$ cat config.mk
export PLATFORM = sky130hd
export DESIGN_NAME = sum_result_buffer
export DESIGN_NICKNAME = d
export VERILOG_FILES = /design/src/rtl/sum_buf_pkg.sv /design/src/rtl/sum_fifo_mem.sv /design/src/rtl/sum_result_buffer.sv
export SDC_FILE = /design/constraint.sdc
export NUM_CORES = 1
export LEC_CHECK = 0
export BUFFER_PORTS_ARGS = -buffer_cell sky130_fd_sc_hd__buf_4
export CORE_ASPECT_RATIO = 1.4
export CORE_MARGIN = 1
export CORE_UTILIZATION = 40
export DETAILED_ROUTE_END_ITERATION = 6
export GPL_TIMING_DRIVEN = 0
export MAX_ROUTING_LAYER = met4
export PLACE_DENSITY = 0.62
export SETUP_SLACK_MARGIN = 0.15
export SYNTH_ARGS = -nofsm -noshare
export SYNTH_HDL_FRONTEND = slang
export SYNTH_SLANG_ARGS = --single-unit
export TNS_END_PERCENT = 10
$ cat constraint.sdc
create_clock -name clk -period 2 [get_ports clk]
set_input_delay 0.2 -clock clk [delete_from_list [all_inputs] [get_ports clk]]
set_output_delay 0.2 -clock clk [all_outputs]
set_load 0.1 [all_outputs]
$ cat src/rtl/sum_buf_pkg.sv
// Shared widths and constants for the adder result buffer.
// The top level and the storage array both take their default sizes from here.
package sum_buf_pkg;

  localparam int DATA_W = 32;
  localparam int SUM_W  = DATA_W + 1;
  localparam int DEPTH  = 4;
  localparam int PTR_W  = $clog2(DEPTH);
  localparam int CNT_W  = 16;
  localparam logic [CNT_W-1:0] CNT_MAX = {CNT_W{1'b1}};

endpackage : sum_buf_pkg

$ cat src/rtl/sum_fifo_mem.sv
// Storage array for the result FIFO: one synchronous write port and one
// combinational read port, so the head entry is visible without extra latency.
module sum_fifo_mem
  import sum_buf_pkg::*;
#(
  parameter int WIDTH   = SUM_W,
  parameter int ENTRIES = DEPTH,
  parameter int AW      = PTR_W
) (
  input  logic             clk,
  input  logic             we_i,
  input  logic [AW-1:0]    waddr_i,
  input  logic [WIDTH-1:0] wdata_i,
  input  logic [AW-1:0]    raddr_i,
  output logic [WIDTH-1:0] rdata_o
);

  logic [WIDTH-1:0] mem_q [ENTRIES];

  // Contents are never reset; occupancy tracking in the parent decides validity.
  always_ff @(posedge clk) begin
    if (we_i) begin
      mem_q[waddr_i] <= wdata_i;
    end
  end

  assign rdata_o = mem_q[raddr_i];

endmodule : sum_fifo_mem

$ cat src/rtl/sum_result_buffer.sv
// Result buffer behind the bypass adder: FWFT FIFO with valid/ready on both
// sides, a saturating carry-event counter and a sticky overflow-drop flag.
module sum_result_buffer #(
  parameter int DATA_W = sum_buf_pkg::DATA_W,
  parameter int DEPTH  = sum_buf_pkg::DEPTH,
  parameter int CNT_W  = sum_buf_pkg::CNT_W
) (
  input  logic                     clk,
  input  logic                     rst_n,
  input  logic                     in_valid,
  input  logic [DATA_W:0]          in_sum,
  output logic                     in_ready,
  output logic                     out_valid,
  output logic [DATA_W:0]          out_sum,
  input  logic                     out_ready,
  output logic [$clog2(DEPTH):0]   level,
  output logic [CNT_W-1:0]         carry_cnt,
  output logic                     drop_err,
  input  logic                     clr
);

  localparam int SUM_W = DATA_W + 1;
  localparam int PTR_W = $clog2(DEPTH);
  localparam int LVL_W = PTR_W + 1;
  localparam logic [LVL_W-1:0] LVL_FULL = LVL_W'(DEPTH);
  localparam logic [CNT_W-1:0] CNT_SAT  = {CNT_W{1'b1}};

  logic [PTR_W-1:0] rd_ptr_q, rd_ptr_d;
  logic [PTR_W-1:0] wr_ptr_q, wr_ptr_d;
  logic [LVL_W-1:0] level_q, level_d;
  logic [CNT_W-1:0] carry_cnt_q, carry_cnt_d;
  logic             drop_err_q, drop_err_d;
  logic [SUM_W-1:0] rd_data;
  logic             push, pop;

  // Ready depends only on stored occupancy, never on out_ready.
  assign in_ready  = (level_q != LVL_FULL);
  assign out_valid = (level_q != '0);
  assign push      = in_valid & in_ready;
  assign pop       = out_valid & out_ready;

  sum_fifo_mem #(
    .WIDTH  (SUM_W),
    .ENTRIES(DEPTH),
    .AW     (PTR_W)
  ) u_mem (
    .clk    (clk),
    .we_i   (push),
    .waddr_i(wr_ptr_q),
    .wdata_i(in_sum),
    .raddr_i(rd_ptr_q),
    .rdata_o(rd_data)
  );

  always_comb begin
    rd_ptr_d    = rd_ptr_q;
    wr_ptr_d    = wr_ptr_q;
    level_d     = level_q;
    carry_cnt_d = carry_cnt_q;
    drop_err_d  = drop_err_q;

    // DEPTH is a power of two, so the pointers wrap naturally.
    if (push) wr_ptr_d = wr_ptr_q + PTR_W'(1);
    if (pop)  rd_ptr_d = rd_ptr_q + PTR_W'(1);

    case ({push, pop})
      2'b10:   level_d = level_q + LVL_W'(1);
      2'b01:   level_d = level_q - LVL_W'(1);
      default: level_d = level_q;
    endcase

    // clr takes priority over a coincident increment or drop.
    if (clr) begin
      carry_cnt_d = '0;
      drop_err_d  = 1'b0;
    end else begin
      if (push && in_sum[DATA_W] && (carry_cnt_q != CNT_SAT)) begin
        carry_cnt_d = carry_cnt_q + CNT_W'(1);
      end
      if (in_valid && !in_ready) begin
        drop_err_d = 1'b1;
      end
    end
  end

  always_ff @(posedge clk or negedge rst_n) begin
    if (!rst_n) begin
      rd_ptr_q    <= '0;
      wr_ptr_q    <= '0;
      level_q     <= '0;
      carry_cnt_q <= '0;
      drop_err_q  <= 1'b0;
    end else begin
      rd_ptr_q    <= rd_ptr_d;
      wr_ptr_q    <= wr_ptr_d;
      level_q     <= level_d;
      carry_cnt_q <= carry_cnt_d;
      drop_err_q  <= drop_err_d;
    end
  end

  assign out_sum   = out_valid ? rd_data : '0;
  assign level     = level_q;
  assign carry_cnt = carry_cnt_q;
  assign drop_err  = drop_err_q;

endmodule : sum_result_buffer

==> summary.txt, run 1 <==
Yosys
  • Synthesis warning total: 0
  • Commonest cells post-synth: edfxtp_1 (132), and2_1 (34), mux4_2 (33)
  • Mux contribution to synthesized area: 12.4%
  • Asr flop ratio synth: 15.4%
  • Yosys top cell area share: 62.7%
  • Most used DFF post-synth: edfxtp_1
  • Synth Area in Adders: 1.50%
  • Syn Inst Count: 340
  • Yosys cell types: 35
  • Mean Syn Cell Area: 18.6 um2
  • Top cells by area, synth: edfxtp_1 (63%), mux4_2 (12%), dfrtp_1 (9.5%)
  • Largest family of logic cells by synthesized area: multiplexers
  • Synthesized area: 0.00632 mm2
  • Xor/xnor cell area share of the yosys netlist: 2.49%
  • #FFs+latches synth: 156
  • Top cell type by total area after synthesis: edfxtp_1
  • Post-synth EDFFs: 132
  • Post-Syn Nets: 385
  • Sequential area share after synthesis: 72.2%
  • Synth Area in Simple Gates: 8.47%
  • Top-count cell post-synth: edfxtp_1
  • Compound-cell area share of the yosys netlist: 1.15%

Status
  • Status: complete, but fails checks
  • Violated checks: setup timing

Layout
  • Register area: 0.00458 mm2
  • Fin cells: 702
  • # fillers: 1186
  • Count of nets after finishing: 538
  • Layout cells sized above 1: 48.4%
  • Area Growth Syn to Fin: 43.3%
  • Diodes inserted: 0
  • Area of the multi-input gates: 0.00186 mm2

Drt
  • Vias/cell: 5.00
  • Remaining antenna violation count: 0
  • Remaining DRCs: 0
  • Routed WL per cell: 18.3 um
  • Routed wire length: 12900 um
  • Drt first pass iters: 4
  • Detailed Route Iter0 Violations: 132
  • Vias after detailed routing: 3508

Timing
  • Slew margin rel.: 63.3%
  • Max-slew violations: 0
  • Tmin final: 2.18 ns
  • Hold Vio Cnt, Final: 0
  • Fmax: 459 MHz
  • Final Setup Violations: 36
  • Tightest Pin Transition: 0.550 ns
  • PnR worst setup slack: -0.179 ns
  • Final period util: 109%
  • RSZ-0062 raised after global routing: yes
  • Skew final: 0.00858 ns
  • Final setup TNS: -5.27 ns

Setup path
  • CP Max Fanout: 10
  • Crit path top cell by count: clkbuf_16
  • Slowest stage cell, crit path: dfrtp_4
  • Worst path bufs/invs: 3
  • Crit path launch type: flop
  • Worst path required time: 1.80 ns
  • Critical R2R Launch: level[0]$_DFFE_PN0P_
  • RR Endpoint: level[2]$_DFFE_PN0P_
  • Worst path cell trace: or3_4 -> clkbuf_16 -> clkbuf_16 -> and2_4 -> buf_12
  • CP arrival: 1.98 ns
  • CP delay by family, top: simple AND/OR/NAND/NOR gates
  • Setup crit end kind: output port
  • Reg2reg path depth: 9
  • Largest stage delay on the critical path: 0.49 ns
  • Critical path type: flop to output port
  • Reg2reg setup slack: -0.11 ns

Placed design
  • Pre-CTS setup slack: -0.308 ns
  • Port bufs: 91
  • Gp weighted congestion: 0.802
  • Total placed cells including tap cells: 627
  • Detail Placement HPWL: 7630 um

Global route
  • Initial antenna violation count: 0
  • First-pass GRT wire length: 19300 um
  • Largest net degree at the start of global routing: 34
  • Tot GR Track Use: 16.7%
  • GR Overflow Total: 0
  • Number of global-route vias before repair: 3756

Die
  • Die area: 0.0163 mm2
  • Die W: 108 um
  • Row count: 54
  • Core box area: 0.0155 mm2
  • Die Height: 151 um
  • # IOs: 93
  • Initial Utilization: 40.7%

Clock tree
  • Worst skew pair latency: 0.41 ns
  • Root buffer cell: clkbuf_16
  • CTS tree: done
  • CTS sink cnt: 156
  • Reg clk slew, reported paths: 0.07 ns
  • CTS Buf Count: 17
  • Clock Path Buffers: 2
  • H-tree depth: 4

Worst hold path
  • Min-delay src: in_sum[32]
  • Hold depth: 1
  • Worst hold path endpoint: u_mem.mem_q[2][32]$_DFFE_PP_
  • Hold/Removal Path Class: primary input to flop

Flow run
  • Max-cap viol count: 0
-- worst reg2reg max path, stage by stage (launching register included) --
cell	delay [ns]
dfrtp_4	0.50
or3b_4	0.42
buf_12	0.15
nand2_8	0.07
ha_4	0.14
inv_2	0.04
fa_2	0.33
xor2_1	0.14
nor2_1	0.11
xor2_1	0.15
-- worst max path at each step --
stage	start	to	slack, ns	depth (start not counted)
finish	level[1]$_DFFE_PN0P_	out_sum[11]	-0.18	5
global route	level[1]$_DFFE_PN0P_	out_sum[11]	-0.23	5
CTS	level[1]$_DFFE_PN0P_	out_sum[15]	-0.19	5
detailed placement	level[1]$_DFFE_PN0P_	level[2]$_DFFE_PN0P_	-0.31	9
global placement	level[1]$_DFFE_PN0P_	level[2]$_DFFE_PN0P_	-0.28	9
floorplan	level[0]$_DFFE_PN0P_	level[2]$_DFFE_PN0P_	-0.28	9
-- final cells by class --
class,count,area share [%]
Sequential cell,156,50.6
Multi-Input combinational cell,161,20.6
Timing Repair Buffer,134,16.7
Clock buffer,18,4.73
Buffer,18,3.05
Tap cell,196,2.71
Clock inverter,14,1.46
Inverter,5,0.207
-- kinds of logic (layout without fill, tap and decap cells) --
logic type | count (synthesis) | count (layout)
and+or+nand+nor | 89 | 89
buffers and inverters | 23 | 189
AOI/OAI and AO/OA | 10 | 10
adders and majority gates | 7 | 7
DFF | 156 | 156
xor gates and xnor gates | 18 | 18
muxes | 37 | 37
-- sequential cells by signal, summed over array words and instances (netlist names) --
register / flops
carry_cnt: 16
drop_err: 1
rd_ptr_q: 2
level: 3
u_mem.mem_q: 132
wr_ptr_q: 2
-- through the flow --
stage	instance area [um2]	hold slack, ns	util, %
floorplan	6450	-0.0956	-
global placement	7380	0.124	47.5
detailed placement	7380	0.128	47.5
CTS	8900	0.000297	57.3
global route	9060	0.0258	58.3
finish	9060	0.0283	58.3
-- placed cells by master (no fill, tap or decap), types with 4 or more instances in the layout --
master,instances
dfrtp_2,6
buf_4,64
and2_4,30
and2_1,4
and3_4,5
mux4_2,33
clkbuf_16,22
buf_12,35
nand2_1,6
nand4_1,4
buf_6,8
ha_1,5
and3_1,4
edfxtp_1,132
xor2_1,15
nor2_1,19
clkinvlp_4,4
inv_1,4
dfrtp_1,15
dlygate4sd3_1,33
-- routing by layer --
metal	part of all wire [%]	track usage [%]	routed length, um
met1	39	18.4	5060
met2	57	29.8	7270
met3	3.3	3.66	429
met4	0.82	5.61	106
met5	0	-	0
-- what timing repair did --
action | in CTS | in global routing
hold buffers | 33 | 0
endpoints found under the hold margin | 152 | 0
resized for setup | 141 | 19
endpoints found under the setup margin | 178 | 181
setup buffers | 3 | 4
pin swaps | 10 | 29
gates cloned | 0 | 3
Power of run 1 is left out: the tool's default activity adds up to more than one toggle a clock period on the data nets, which glitch-free logic cannot reach.
==> run 2: changes to the inputs <==
ABC_AREA = 1   (was unset)
PLACE_DENSITY = 0.61   (was 0.62)
==> run 2 against run 1 <==
  * The flow still finishes with violations (setup timing)
  * Sequential share of layout area decreased by 2.8 points
  * Synthesized cell count grew 74%
  * First-iteration DRC count is 92% higher
  * Fmax increased by 4.1%
  * Flip-flop and latch count unchanged
  * Clock-buffer cell count unchanged
  * Routed wire length is 30% higher
==> summary.txt, run 2 <==
Status
  • Status: complete, but fails checks (unchanged)
  • Violated checks: setup timing (unchanged)

Yosys
  • Mean Syn Cell Area: 11.1 um2 (was 18.6 um2)
  • Sequential area share after synthesis: 69.4% (was 72.2%)
  • Commonest cells post-synth: nor2_1 (153), edfxtp_1 (132), o21ai_0 (70) (was edfxtp_1 (132), and2_1 (34), mux4_2 (33))
  • Yosys top cell area share: 60.3% (was 62.7%)
  • Syn Inst Count: 590 (was 340)
  • Top cells by area, synth: edfxtp_1 (60%), dfrtp_1 (9.1%), nor2_1 (8.7%) (was edfxtp_1 (63%), mux4_2 (12%), dfrtp_1 (9.5%))
  • #FFs+latches synth: 156 (unchanged)
  • Synthesis warning total: 0 (unchanged)
  • Top-count cell post-synth: nor2_1 (was edfxtp_1)
  • Yosys cell types: 28 (was 35)
  • Post-synth EDFFs: 132 (unchanged)
  • Asr flop ratio synth: 15.4% (unchanged)
  • Top cell type by total area after synthesis: edfxtp_1 (unchanged)
  • Synthesized area: 0.00658 mm2 (was 0.00632 mm2)
  • Most used DFF post-synth: edfxtp_1 (unchanged)
  • Post-Syn Nets: 635 (was 385)

Clock tree
  • Clock Path Buffers: 2 (unchanged)
  • CTS Buf Count: 17 (unchanged)
  • H-tree depth: 4 (unchanged)
  • Root buffer cell: clkbuf_16 (unchanged)
  • Worst skew pair latency: 0.42 ns (was 0.41 ns)
  • CTS sink cnt: 156 (unchanged)
  • Reg clk slew, reported paths: 0.06 ns (was 0.07 ns)
  • CTS tree: done (unchanged)

Timing
  • Final period util: 105% (was 109%)
  • Tmin final: 2.09 ns (was 2.18 ns)
  • Slew margin rel.: 22.5% (was 63.3%)
  • Tightest Pin Transition: 1.16 ns (was 0.550 ns)
  • RSZ-0062 raised after global routing: yes (unchanged)
  • Fin Hold WS: 0.114 ns (was 0.0283 ns)
  • PnR worst setup slack: -0.0928 ns (was -0.179 ns)
  • Hold Vio Cnt, Final: 0 (unchanged)
  • Max-slew violations: 0 (unchanged)
  • Final Setup Violations: 93 (was 36)
  • Skew final: 0.00930 ns (was 0.00858 ns)
  • Fmax: 478 MHz (was 459 MHz)

Drt
  • Vias/cell: 5.04 (was 5.00)
  • Vias after detailed routing: 4837 (was 3508)
  • Detailed Route Iter0 Violations: 253 (was 132)
  • Routed WL per cell: 17.5 um (was 18.3 um)
  • Remaining antenna violation count: 0 (unchanged)
  • Drt first pass iters: 4 (unchanged)
  • Routed wire length: 16800 um (was 12900 um)
  • Remaining DRCs: 0 (unchanged)

Layout
  • Count of nets after finishing: 793 (was 538)
  • Cell area after layout: 0.00959 mm2 (was 0.00906 mm2)
  • Commonest non-fill, non-tap cell in the layout: nor2_1 (was edfxtp_1)
  • # fillers: 1287 (was 1186)
  • Area of the multi-input gates: 0.00203 mm2 (was 0.00186 mm2)
  • Layout cells sized above 1: 31.7% (was 48.4%)
  • Area Growth Syn to Fin: 45.8% (was 43.3%)
  • Register area: 0.00458 mm2 (about the same)
  • Final Core Density: 59.5% (was 58.3%)
  • Most frequent cells in the layout: nor2_1 (145), edfxtp_1 (132), buf_4 (61), nand2_1 (55), o21ai_1 (36) (was edfxtp_1 (132), buf_4 (64), buf_12 (35), mux4_2 (33), dlygate4sd3_1 (33))
  • Max reg flops: 132 (unchanged)
  • Diodes inserted: 0 (unchanged)
  • Largest Register: u_mem.mem_q (unchanged)

Placed design
  • Detail Placement HPWL: 9840 um (was 7630 um)
  • Placed cell area: 0.00772 mm2 (was 0.00738 mm2)
  • Port bufs: 91 (unchanged)
  • Gp weighted congestion: 0.881 (was 0.802)

Setup path
  • CP Max Fanout: 10 (unchanged)
  • Reg2reg setup slack: -0.05 ns (was -0.11 ns)
  • CP arrival: 1.89 ns (was 1.98 ns)
  • Critical path type: flop to output port (unchanged)
  • Crit path launch type: flop (unchanged)
  • Worst path required time: 1.80 ns (about the same)
  • Setup crit end kind: output port (unchanged)

Die
  • Die Height: 154 um (was 151 um)
  • Initial Utilization: 40.8% (was 40.7%)
  • Core box area: 0.0161 mm2 (was 0.0155 mm2)
  • Die area: 0.0170 mm2 (was 0.0163 mm2)
  • Row count: 55 (was 54)
  • # IOs: 93 (unchanged)
  • Die W: 110 um (was 108 um)

Worst hold path
  • Hold/Removal Path Class: primary input to flop (unchanged)

Global route
  • GR Overflow Total: 0 (unchanged)
  • Number of global-route vias before repair: 4920 (was 3756)
  • Tot GR Track Use: 21.2% (was 16.7%)
  • Initial antenna violation count: 0 (unchanged)
  • Largest net degree at the start of global routing: 34 (unchanged)
  • First-pass GRT wire length: 25600 um (was 19300 um)

Flow run
  • Max-cap viol count: 0 (unchanged)
## run 2: what timing repair did
action	CTS	global route
hold buffers	33	1
pin swaps	22	28
setup buffers	7	0
cloned	6	1
endpoints found under the hold margin	152	2
gates resized for setup	182	64
setup endpoints to repair	171	168
## run 2: area by class of cell
| class | count | area share (%) |
|---|---|---|
| clock inverters | 14 | 1.55 |
| repair buffers | 138 | 16.8 |
| clock buffers | 18 | 4.48 |
| flip-flops and latches | 156 | 47.7 |
| plain buffers | 28 | 4.33 |
| well taps | 199 | 2.60 |
| inverters | 29 | 1.41 |
| multi-input cells | 378 | 21.1 |
## run 2: worst paths after layout
check	from	to	cells past startpoint
setup / recovery	rd_ptr_q[0]$_DFFE_PN0P_	out_sum[24]	7
hold / removal	in_valid	drop_err$_DFFE_PN0P_	3
setup reg to reg	level[0]$_DFFE_PN0P_	u_mem.mem_q[3][24]$_DFFE_PP_	4
hold reg to reg	drop_err$_DFFE_PN0P_	drop_err$_DFFE_PN0P_	2
max in group asynchronous	rst_n	level[1]$_DFFE_PN0P_	2
min in group asynchronous	rst_n	carry_cnt[0]$_DFFE_PN0P_	2
## run 2: cell families after synthesis
logic type               Yosys count  share of synthesized area, %
flip-flops                       156                          69.4
adder cells (fa/ha/maj)            7                          1.45
XOR/XNOR                           8                          1.07
AND/OR/NAND/NOR                  252                          15.9
buffers and inverters             57                          3.58
AO/OA/AOI/OAI                    110                          8.54
## run 2: per-layer routing
metal | GRT usage (%) | vias up | routed length, um
li1 | - | 2343 | -
met1 | 22.8 | 2345 | 6370
met2 | 37.9 | 137 | 9430
met3 | 4.07 | 12 | 749
met4 | 7.52 | 0 | 226
met5 | - | - | 0
## run 2: worst max-delay path: stages, from the launching register on
cell and delay [ns]:
dfrtp_1 0.36, buf_6 0.17, clkbuf_8 0.19, nor2_1 0.06, nor2_1 0.09, o21ai_0 0.13, a21oi_2 0.26, buf_12 0.21
## run 2: stage by stage
stage / TNS [ns] / cells / worst slack [ns]
6_report: -2.74 / 960 / -0.0928
5_1_grt: -13.71 / 960 / -0.217
4_1_cts: -7.47 / 958 / -0.0808
3_5_place_dp: -20.76 / 880 / -0.604
3_3_place_gp: -18.49 / 880 / -0.550
2_1_floorplan: -20.28 / 590 / -0.296
Power of run 2 is left out for the same reason.
==> run 3: changes to the inputs <==
CORE_UTILIZATION = 49   (was 40)
PLACE_DENSITY = 0.73   (was 0.61)
==> run 3 against run 2 <==
  * Flip-flop and latch count unchanged
  * Global-route usage up 3.8 points
  * The flow still finishes with violations (setup timing)
  * Die area down 18%
  * Cell count shrank 2.3%
  * Non-clock buffer count is 1 lower
  * Routed wire length increased by 2.5%
  * Critical endpoint is now out_sum[11]
  * Clock skew down 0.00077 ns
  * Critical path depth increased by 1
  * Sequential share of layout area is 0.48 points higher
  * Highest routed layer unchanged
  * Critical path type unchanged
  * Worst hold slack got worse by 0.11 ns
  * Via count is 3.6% higher
  * First-iteration DRC count grew 83%
==> summary.txt, run 3 (synthesis results as in run 2) <==
Clock tree
  • CTS Buf Count: 17 (unchanged)
  • Reg clk slew, reported paths: 0.06 ns (about the same)
  • Worst skew pair latency: 0.42 ns (about the same)
  • Root buffer cell: clkbuf_16 (unchanged)
  • CTS tree: done (unchanged)
  • H-tree depth: 4 (unchanged)
  • Clock Path Buffers: 2 (unchanged)
  • CTS sink cnt: 156 (unchanged)

Layout
  • Area Growth Syn to Fin: 44.4% (was 45.8%)
  • Register area: 0.00458 mm2 (unchanged)
  • Area of the multi-input gates: 0.00205 mm2 (was 0.00203 mm2)
  • Layout cells sized above 1: 32.5% (was 31.7%)
  • Diodes inserted: 0 (unchanged)
  • Count of nets after finishing: 792 (was 793)
  • Largest Register: u_mem.mem_q (unchanged)
  • # fillers: 801 (was 1287)
  • Max reg flops: 132 (unchanged)
  • Most frequent cells in the layout: nor2_1 (138), edfxtp_1 (132), buf_4 (61), nand2_1 (55), o21ai_1 (36) (was nor2_1 (145), edfxtp_1 (132), buf_4 (61), nand2_1 (55), o21ai_1 (36))
  • Fin cells: 938 (was 960)
  • Commonest non-fill, non-tap cell in the layout: nor2_1 (unchanged)
  • Cell area after layout: 0.00949 mm2 (was 0.00959 mm2)

Timing
  • Hold Vio Cnt, Final: 0 (unchanged)
  • PnR worst setup slack: -0.149 ns (was -0.0928 ns)
  • Skew final: 0.00853 ns (was 0.00930 ns)
  • Tightest Pin Transition: 1.13 ns (was 1.16 ns)
  • RSZ-0062 raised after global routing: yes (unchanged)
  • Fmax: 465 MHz (was 478 MHz)
  • Final Setup Violations: 83 (was 93)
  • Tmin final: 2.15 ns (was 2.09 ns)
  • Final period util: 107% (was 105%)
  • Max-slew violations: 0 (unchanged)
  • Fin Hold WS: 0.00519 ns (was 0.114 ns)
  • Slew margin rel.: 24.4% (was 22.5%)

Die
  • # IOs: 93 (unchanged)
  • Initial Utilization: 50.6% (was 40.8%)
  • Core box area: 0.0130 mm2 (was 0.0161 mm2)
  • Die area: 0.0139 mm2 (was 0.0170 mm2)
  • Die Height: 139 um (was 154 um)
  • Die W: 99.9 um (was 110 um)
  • Row count: 49 (was 55)

Worst hold path
  • Worst hold path endpoint: u_mem.mem_q[3][32]$_DFFE_PP_ (was drop_err$_DFFE_PN0P_)
  • Hold/Removal Path Class: primary input to flop (unchanged)
  • Hold depth: 1 (was 3)
  • Min-delay src: in_sum[32] (was in_valid)

Status
  • Violated checks: setup timing (unchanged)
  • Status: complete, but fails checks (unchanged)

Placed design
  • Placed cell area: 0.00769 mm2 (was 0.00772 mm2)
  • Gp weighted congestion: 0.932 (was 0.881)
  • Detail Placement HPWL: 9330 um (was 9840 um)
  • Total placed cells including tap cells: 859 (was 880)
  • Port bufs: 91 (unchanged)
  • Pre-CTS setup slack: -0.516 ns (was -0.604 ns)

Flow run
  • Max-cap viol count: 0 (unchanged)

Drt
  • Remaining DRCs: 0 (unchanged)
  • Vias/cell: 5.34 (was 5.04)
  • Drt first pass iters: 5 (was 4)
  • Routed WL per cell: 18.3 um (was 17.5 um)
  • Detailed Route Iter0 Violations: 462 (was 253)
  • Routed wire length: 17200 um (was 16800 um)
  • Vias after detailed routing: 5013 (was 4837)
  • Remaining antenna violation count: 0 (unchanged)

Global route
  • Met3 Use GR: 4.94% (was 4.07%)
  • First-pass GRT wire length: 25400 um (was 25600 um)
  • GR Overflow Total: 0 (unchanged)
  • Routing usage on met1: 27.1% (was 22.8%)
  • Initial antenna violation count: 0 (unchanged)
  • Tot GR Track Use: 25.0% (was 21.2%)
  • Largest net degree at the start of global routing: 34 (unchanged)
  • Number of global-route vias before repair: 5027 (was 4920)
  • Met2 GRT Util: 43.1% (was 37.9%)
  • Most used routing layer in global routing: met2 (unchanged)

Setup path
  • Critical R2R Launch: level[2]$_DFFE_PN0P_ (was level[0]$_DFFE_PN0P_)
  • Critical path type: flop to output port (unchanged)
  • Crit path launch type: flop (unchanged)
  • Reg2reg setup slack: -0.04 ns (was -0.05 ns)
  • Reg2reg path depth: 3 (was 4)
  • RR Endpoint: u_mem.mem_q[2][26]$_DFFE_PP_ (was u_mem.mem_q[3][24]$_DFFE_PP_)
  • CP arrival: 1.95 ns (was 1.89 ns)
  • Setup crit end kind: output port (unchanged)
  • Worst path required time: 1.80 ns (about the same)
  • CP Max Fanout: 7 (was 10)
-- run 3: per-stage QoR --
stage | utilization (%) | setup TNS (ns)
2_1_floorplan | - | -20.28
3_3_place_gp | 59.2 | -12.66
3_5_place_dp | 59.2 | -14.20
4_1_cts | 71.2 | -3.74
5_1_grt | 73.0 | -13.65
6_report | 73.0 | -3.27
-- run 3: how the worst max path moves through the flow --
| stage | from | end | slack, ns | depth (start not counted) |
|---|---|---|---|---|
| 6_report | rd_ptr_q[0]$_DFFE_PN0P_ | out_sum[11] | -0.15 | 8 |
| 5_1_grt | rd_ptr_q[0]$_DFFE_PN0P_ | out_sum[11] | -0.23 | 8 |
| 4_1_cts | rd_ptr_q[0]$_DFFE_PN0P_ | out_sum[26] | -0.06 | 7 |
| 3_5_place_dp | level[1]$_DFFE_PN0P_ | level[1]$_DFFE_PN0P_ | -0.52 | 6 |
| 3_3_place_gp | level[1]$_DFFE_PN0P_ | level[1]$_DFFE_PN0P_ | -0.43 | 6 |
| 2_1_floorplan | level[1]$_DFFE_PN0P_ | level[2]$_DFFE_PN0P_ | -0.30 | 9 |
-- run 3: cell type report --
type                    instances  share of cell area [%]
plain buffers                  28                    4.30
clock buffers                  17                    4.48
clock inverters                15                    1.61
inverters                      29                    1.40
multi-input cells             378                    21.6
flip-flops and latches        156                    48.2
well taps                     178                    2.35
repair buffers                137                    16.1
-- run 3: per-layer routing --
| metal | vias up | wire [um] |
|---|---|---|
| met1 | 2430 | 6710 |
| met5 | - | 0 |
| met4 | 0 | 446 |
| met2 | 195 | 9260 |
| met3 | 42 | 775 |
| li1 | 2346 | - |
-- run 3: timing repair --
item	4_1_cts	5_1_grt
hold buffers	32	1
endpoints found under the setup margin	171	151
hold endpoints to repair	148	1
gates resized for setup	170	62
pin swaps	17	31
setup buffers	6	1
gates cloned	3	4
-- run 3: worst max-delay path, cell delays in order (launching register included) --
cell and delay, ns:
dfrtp_1 0.37, buf_6 0.17, buf_12 0.15, buf_8 0.13, nor2_2 0.05, nor2_2 0.15
o21ai_2 0.10, a21oi_2 0.17, buf_8 0.22
Power of run 3 is left out for the same reason.
